**config.mk**
```make
export PLATFORM = sky130hd
export DESIGN_NAME = serial_negate_ctrl_flat
export DESIGN_NICKNAME = d
export VERILOG_FILES = /design/src/rtl/serial_negate_ctrl_if.sv /design/src/rtl/serial_negate_ctrl.sv /design/src/flat_wrapper.sv
export SDC_FILE = /design/constraint.sdc
export NUM_CORES = 1
export LEC_CHECK = 0
export BUFFER_PORTS_ARGS = -buffer_cell sky130_fd_sc_hd__buf_2
export CORE_ASPECT_RATIO = 0.75
export CORE_MARGIN = 4
export CORE_UTILIZATION = 55
export CTS_CLUSTER_DIAMETER = 50
export DETAILED_ROUTE_END_ITERATION = 12
export PLACE_DENSITY = 0.86
export SYNTH_ARGS = -nofsm -noshare
export SYNTH_HDL_FRONTEND = slang
export SYNTH_SLANG_ARGS = --single-unit
```
**constraint.sdc**
```tcl
create_clock -name t_clk -period 2.1 [get_ports t_clk]
set_clock_uncertainty 0.05 [all_clocks]
set_input_delay 0.42 -clock t_clk [delete_from_list [all_inputs] [get_ports t_clk]]
set_output_delay 0.42 -clock t_clk [all_outputs]
set_load 0.02 [all_outputs]
```
**src/rtl/serial_negate_ctrl_if.sv**
```systemverilog
// Handshake bundle between the serial_negate_ctrl sequencer and its producer/consumer.
// The master side supplies words and accepts results; the slave side is the sequencer.
interface serial_negate_ctrl_if #(
  parameter int WIDTH = 8
);
  logic             in_valid;
  logic             in_ready;
  logic [WIDTH-1:0] in_data;
  logic             out_valid;
  logic             out_ready;
  logic [WIDTH-1:0] out_data;
  logic             out_zero;
  logic             out_ovf;
  logic             out_err;

  modport master (
    output in_valid, in_data, out_ready,
    input  in_ready, out_valid, out_data, out_zero, out_ovf, out_err
  );

  modport slave (
    input  in_valid, in_data, out_ready,
    output in_ready, out_valid, out_data, out_zero, out_ovf, out_err
  );
endinterface

```
**src/rtl/serial_negate_ctrl.sv**
```systemverilog
// Sequencer around a bit-serial two's-complement converter: accepts a word,
// clears the converter, shifts the word out LSB-first, gathers the serial
// result back into a word and cross-checks it against a locally computed negation.
module serial_negate_ctrl #(
  parameter int WIDTH = 8,
  parameter int Y_LAT = 1
) (
  input  logic                t_clk,
  input  logic                r,
  serial_negate_ctrl_if.slave bus,
  output logic                conv_i,
  output logic                conv_r,
  input  logic                conv_y,
  output logic                busy
);

  typedef enum logic [2:0] {IDLE, CLR, SHIFT, DRAIN, DONE} state_t;

  // Counter covers both the SHIFT bit index and the short DRAIN count.
  localparam int CW = $clog2(WIDTH) + 1;
  localparam logic [CW-1:0] LAST_BIT   = CW'(WIDTH - 1);
  localparam logic [CW-1:0] LAST_DRAIN = CW'((Y_LAT > 0) ? (Y_LAT - 1) : 0);
  localparam logic [WIDTH-1:0] MIN_VAL = {1'b1, {(WIDTH-1){1'b0}}};

  state_t           state_reg, state_next;
  logic [CW-1:0]    cnt_reg, cnt_next;
  logic [WIDTH-1:0] sr_reg;
  logic [WIDTH-1:0] exp_reg;
  logic [WIDTH-1:0] coll_reg, coll_next;
  logic [WIDTH-1:0] data_reg;
  logic             zero_reg, ovf_reg, err_reg;
  logic             accept;
  logic             drive;
  logic             qual;
  logic             load;

  assign accept = bus.in_valid && (state_reg == IDLE);
  assign drive  = (state_reg == SHIFT);

  // The last qualified sample lands on the same edge that enters DONE,
  // so the output word is taken from the post-shift collection value.
  assign load = (state_reg != DONE) && (state_next == DONE);

  assign bus.in_ready  = (state_reg == IDLE);
  assign bus.out_valid = (state_reg == DONE);
  assign bus.out_data  = data_reg;
  assign bus.out_zero  = zero_reg;
  assign bus.out_ovf   = ovf_reg;
  assign bus.out_err   = err_reg;
  assign busy          = (state_reg != IDLE);
  assign conv_r        = (state_reg == IDLE) || (state_reg == CLR);
  assign conv_i        = drive && sr_reg[0];

  // State and bit counter register.
  always_ff @(posedge t_clk) begin
    if (!r) begin
      state_reg <= IDLE;
      cnt_reg   <= '0;
    end else begin
      state_reg <= state_next;
      cnt_reg   <= cnt_next;
    end
  end

  // Next-state logic: CLR for one cycle, WIDTH shift cycles, Y_LAT drain cycles, then hold in DONE.
  always_comb begin
    state_next = state_reg;
    cnt_next   = cnt_reg;
    case (state_reg)
      IDLE: begin
        if (accept) begin
          state_next = CLR;
          cnt_next   = '0;
        end
      end
      CLR: begin
        state_next = SHIFT;
        cnt_next   = '0;
      end
      SHIFT: begin
        if (cnt_reg == LAST_BIT) begin
          cnt_next   = '0;
          state_next = (Y_LAT > 0) ? DRAIN : DONE;
        end else begin
          cnt_next = cnt_reg + 1'b1;
        end
      end
      DRAIN: begin
        if (cnt_reg == LAST_DRAIN) begin
          cnt_next   = '0;
          state_next = DONE;
        end else begin
          cnt_next = cnt_reg + 1'b1;
        end
      end
      DONE: begin
        if (bus.out_ready) state_next = IDLE;
      end
      default: begin
        state_next = IDLE;
        cnt_next   = '0;
      end
    endcase
  end

  // The "bit driven" strobe is delayed by the converter latency so that
  // conv_y is sampled only when it carries a result bit for this word.
  generate
    if (Y_LAT == 0) begin : g_no_delay
      assign qual = drive;
    end else begin : g_delay
      logic [Y_LAT-1:0] dly_reg;

      // Strobe delay line, flushed by reset so an aborted word leaves no stray samples.
      always_ff @(posedge t_clk) begin
        if (!r) begin
          dly_reg <= '0;
        end else begin
          dly_reg[0] <= drive;
          for (int k = 1; k < Y_LAT; k++) dly_reg[k] <= dly_reg[k-1];
        end
      end

      assign qual = dly_reg[Y_LAT-1];
    end
  endgenerate

  // Result bits arrive LSB-first, so each enters at the MSB and moves right.
  assign coll_next = qual ? {conv_y, coll_reg[WIDTH-1:1]} : coll_reg;

  // Datapath: latch the word and its expected negation, shift it out, capture the result.
  always_ff @(posedge t_clk) begin
    if (!r) begin
      sr_reg   <= '0;
      exp_reg  <= '0;
      coll_reg <= '0;
      data_reg <= '0;
      zero_reg <= 1'b0;
      ovf_reg  <= 1'b0;
      err_reg  <= 1'b0;
    end else begin
      coll_reg <= coll_next;
      if (accept) begin
        sr_reg   <= bus.in_data;
        exp_reg  <= ~bus.in_data + 1'b1;
        zero_reg <= (bus.in_data == '0);
        ovf_reg  <= (bus.in_data == MIN_VAL);
        coll_reg <= '0;
      end else if (drive) begin
        sr_reg <= sr_reg >> 1;
      end
      if (load) begin
        data_reg <= coll_next;
        err_reg  <= (coll_next != exp_reg);
      end
    end
  end

endmodule

```
**src/flat_wrapper.sv**
```systemverilog
// flat-port wrapper written by rule: the top's interface ports become plain ports
module serial_negate_ctrl_flat 
#(
  parameter int WIDTH = 8,
  parameter int Y_LAT = 1
)
  (t_clk, r, conv_i, conv_r, conv_y, busy, bus_in_valid, bus_in_data, bus_out_ready, bus_in_ready, bus_out_valid, bus_out_data, bus_out_zero, bus_out_ovf, bus_out_err);
  serial_negate_ctrl_if #(.WIDTH(WIDTH)) bus_i ();
  input  logic t_clk;
  input  logic r;
  output logic conv_i;
  output logic conv_r;
  input  logic conv_y;
  output logic busy;
  input wire logic [$bits(bus_i.in_valid)-1:0] bus_in_valid;
  input wire logic [$bits(bus_i.in_data)-1:0] bus_in_data;
  input wire logic [$bits(bus_i.out_ready)-1:0] bus_out_ready;
  output wire logic [$bits(bus_i.in_ready)-1:0] bus_in_ready;
  output wire logic [$bits(bus_i.out_valid)-1:0] bus_out_valid;
  output wire logic [$bits(bus_i.out_data)-1:0] bus_out_data;
  output wire logic [$bits(bus_i.out_zero)-1:0] bus_out_zero;
  output wire logic [$bits(bus_i.out_ovf)-1:0] bus_out_ovf;
  output wire logic [$bits(bus_i.out_err)-1:0] bus_out_err;
  assign bus_i.in_valid = bus_in_valid;
  assign bus_i.in_data = bus_in_data;
  assign bus_i.out_ready = bus_out_ready;
  assign bus_in_ready = bus_i.in_ready;
  assign bus_out_valid = bus_i.out_valid;
  assign bus_out_data = bus_i.out_data;
  assign bus_out_zero = bus_i.out_zero;
  assign bus_out_ovf = bus_i.out_ovf;
  assign bus_out_err = bus_i.out_err;
  serial_negate_ctrl #(.WIDTH(WIDTH), .Y_LAT(Y_LAT)) u_core (.t_clk(t_clk), .r(r), .bus(bus_i), .conv_i(conv_i), .conv_r(conv_r), .conv_y(conv_y), .busy(busy));
endmodule
```
==> results.md <==
* Clk Latency, worst-skew pair at 0.30 ns
* Cell area after synthesis at 1920 um^2
* Fmax at 523 MHz
* Tmin final at 1.91 ns
* CTS tree: done
* Switch share at 0.250
* Routability cong. at 0.800
* First-pass GRT wire length at 6.94 mm
* Seq/Total Area, Yosys at 0.449
* Worst rel slew slack at 0.652
* Rows at 18
* Static Leak at 0.863 nW
* Synth warn at 0
* Most common cell after layout, fill and taps aside: dfxtp_1
* Yosys cell types at 40
* Worst Hold Class: input port to register
* Clock transition at path regs at 0.08 ns
* Worst setup path start: u_core.state_reg[2]
* TritonCTS buffer count at 5
* Critical path endpoint: bus_in_ready
* # IOs at 29
* Die area at 4500 um^2
* ANT cells at 0
* Detailed placement HPWL at 2.85 mm
* Worst path max stage delay at 0.44 ns
* CP Max Fanout at 12
* Total gr overflow at 0
* Die width at 76.2 um
* Drt wl/cell at 13.7 um
* Gate power share at 0.123
* Global Route Usage Sum at 0.192
* Fin. Hold Viols at 0
* Mapped Cells at 218
* Setup-failing EPs final at 0
* Syn_nets at 234
* Die Y-Extent at 59.1 um
* Core Area at 3310 um^2
* Switch Pwr at 443 uW
* Synth Area in Simple Gates at 0.226
* Longest Clk Path Bufs at 2
* Synth Area in Compound Gates at 0.152
* Reg-to-reg endpoint: u_core.cnt_reg[3]
* FF+latch count, synth at 43
* Cts hold-fix bufs at 0
* Drt initial violations at 86
* XOR/XNOR share of the synthesized area at 0.0503
* Int Pwr at 1.33 mW
* Vias post-DR at 1619
* Area growth from synthesis to layout at 15.7%
* Crit Path Category: register to primary output
* Most frequent cells in the layout: 43 x dfxtp_1, 28 x buf_2, 26 x nor2_1, 26 x nand2_1, 14 x a21oi_1
* Clock power share at 0.378
* Critical Path AT at 1.44 ns
* Final Slew Violations at 0
* Nets@finish at 263
* Outcome: complete, no violations
* DRT Wirelength at 3.95 mm
* RSZ-0062 raised after global routing: no
* Max Cap Violations at 0
* Average size of a mapped cell at 8.79 um^2
* Total negative slack at 0 ns
* H-tree Lvls at 2
* CTS Sinks at 43
* R2r worst-path depth at 4
* Worst slew pin tran at 0.518 ns
* Core Util, Final at 0.670
* Buffers on Ports at 28
* RR Startpoint: u_core.state_reg[1]
* CP Capture Type: primary output
* Main combinational cell family by area after synthesis: simple AND/OR/NAND/NOR gates
* Post-synthesis mux area share at 0.0627
* Post-route ant nets at 0
* Max stage delay cell, worst path: dfxtp_1
* Flop pwr share at 0.499
* Crit path cell chain: or3_1, inv_1, buf_2
* First drt pass iteration count at 4
* DRC errors left at 0
* Adder-cell area share of the yosys netlist at 0.0196
* Number of global-route vias before repair at 1529
* CP Data Required Time at 1.63 ns
* Root buf cell: clkbuf_8
* Post-CTS sizing at 0
* Post-CTS Setup Inserts at 0
* Flop2flop setup slack at 0.33 ns
* Final Cycle Share at 0.911
* Initial antenna violation count at 0
* Starting Density at 0.579
* Layout cells sized above 1 at 0.206
* Largest net degree at the start of global routing at 25
* Via-per-instance ratio at 5.62
* CP startpoint kind: register
* VDD IR max at 471 uV
* PwrDens at 797 nW/um^2
==> worst min-delay path by stage <==
stage	startpoint	slack, ns	depth (start not counted)	to
after global routing	r	0.33	2	u_core.state_reg[2]
final	r	0.34	2	u_core.state_reg[2]
after floorplan	u_core.sr_reg[5]	0.39	2	u_core.sr_reg[5]
after global placement	u_core.sr_reg[1]	0.39	2	u_core.sr_reg[1]
after detailed placement	u_core.sr_reg[1]	0.40	2	u_core.sr_reg[1]
after CTS	r	0.33	2	u_core.state_reg[2]
==> critical path, delay by kind of cell, from the launching register on <==
family	cells	cell delay, ns
buffers and inverters	2	0.28
AND/OR/NAND/NOR	1	0.43
flip-flops	1	0.44
==> cell usage after synthesis <==
cell / instances / area, um^2
mux2i_1: 12 / 120
nor4_1: 4 / 25.0
nand2_2: 1 / 6.26
ha_1: 3 / 37.5
a31oi_1: 3 / 18.8
inv_1: 9 / 33.8
or3_4: 1 / 11.3
nand3_1: 6 / 30.0
nor2_1: 26 / 97.6
o21a_1: 1 / 7.51
o211a_1: 1 / 10.0
nor4b_2: 1 / 15.0
a211oi_1: 11 / 82.6
nand2_1: 26 / 97.6
or3b_2: 1 / 8.76
or2_0: 1 / 6.26
nand2b_1: 1 / 6.26
nor3_1: 3 / 15.0
nor3b_2: 2 / 25.0
a22oi_1: 4 / 30.0
a21oi_2: 1 / 8.76
a2111oi_0: 1 / 8.76
or3_1: 3 / 18.8
dfxtp_1: 43 / 861
or3_2: 2 / 15.0
xnor2_1: 11 / 96.3
clkbuf_1: 9 / 33.8
a2111o_1: 1 / 11.3
buf_2: 2 / 10.0
o32ai_1: 1 / 8.76
and3_1: 1 / 6.26
or4_4: 1 / 11.3
or4_1: 1 / 7.51
o21ai_0: 4 / 20.0
and2_1: 1 / 6.26
nor3b_1: 2 / 15.0
a21oi_1: 14 / 70.1
and3b_1: 1 / 8.76
o31ai_1: 1 / 7.51
a21boi_0: 1 / 7.51
==> layer usage <==
layer,track usage,share of wire,vias up
li1,-,-,822
met1,0.236,0.48,759
met2,0.318,0.45,31
met3,0.0517,0.052,7
met4,0.0923,0.018,0
met5,0,0,-
==> power by group through the flow <==
stage	Combinational, mW	Clock (mW)	Sequential, mW
4_1_cts	0.218	0.679	0.882
3_5_place_dp	0.217	0	0.901
2_1_floorplan	0.156	0	0.892
6_report	0.218	0.668	0.882
3_3_place_gp	0.212	0	0.900
5_1_grt	0.245	0.715	0.887
==> area by class of cell <==
type,instances,area [um^2]
Clock buffer,6,82.6
Multi-Input combinational cell,155,978
Tap cell,40,50.0
Timing Repair Buffer,33,178
Inverter,9,33.8
Clock inverter,2,35.0
Fill cell,303,1090
Sequential cell,43,861
==> cells by family (layout without fill, tap and decap cells) <==
family,Yosys count,after routing
AND/OR/NAND/NOR,85,85
multiplexers,12,12
buffers and inverters,20,50
flip-flops,43,43
AO/OA/AOI/OAI,44,44
XOR/XNOR,11,11
adder cells (fa/ha/maj),3,3
==> through the flow <==
step / hold WS, ns / instance area, um^2 / instances / setup WS [ns] / power [mW]
3_5_place_dp: 0.399 / 2100 / 280 / 0.0692 / 1.12
6_report: 0.340 / 2220 / 288 / 0.187 / 1.77
5_1_grt: 0.332 / 2220 / 288 / 0.0799 / 1.85
2_1_floorplan: 0.386 / 1920 / 218 / 0.256 / 1.05
3_3_place_gp: 0.393 / 2100 / 280 / 0.114 / 1.11
4_1_cts: 0.327 / 2220 / 288 / 0.180 / 1.78
(Power assumes the default switching activity.)
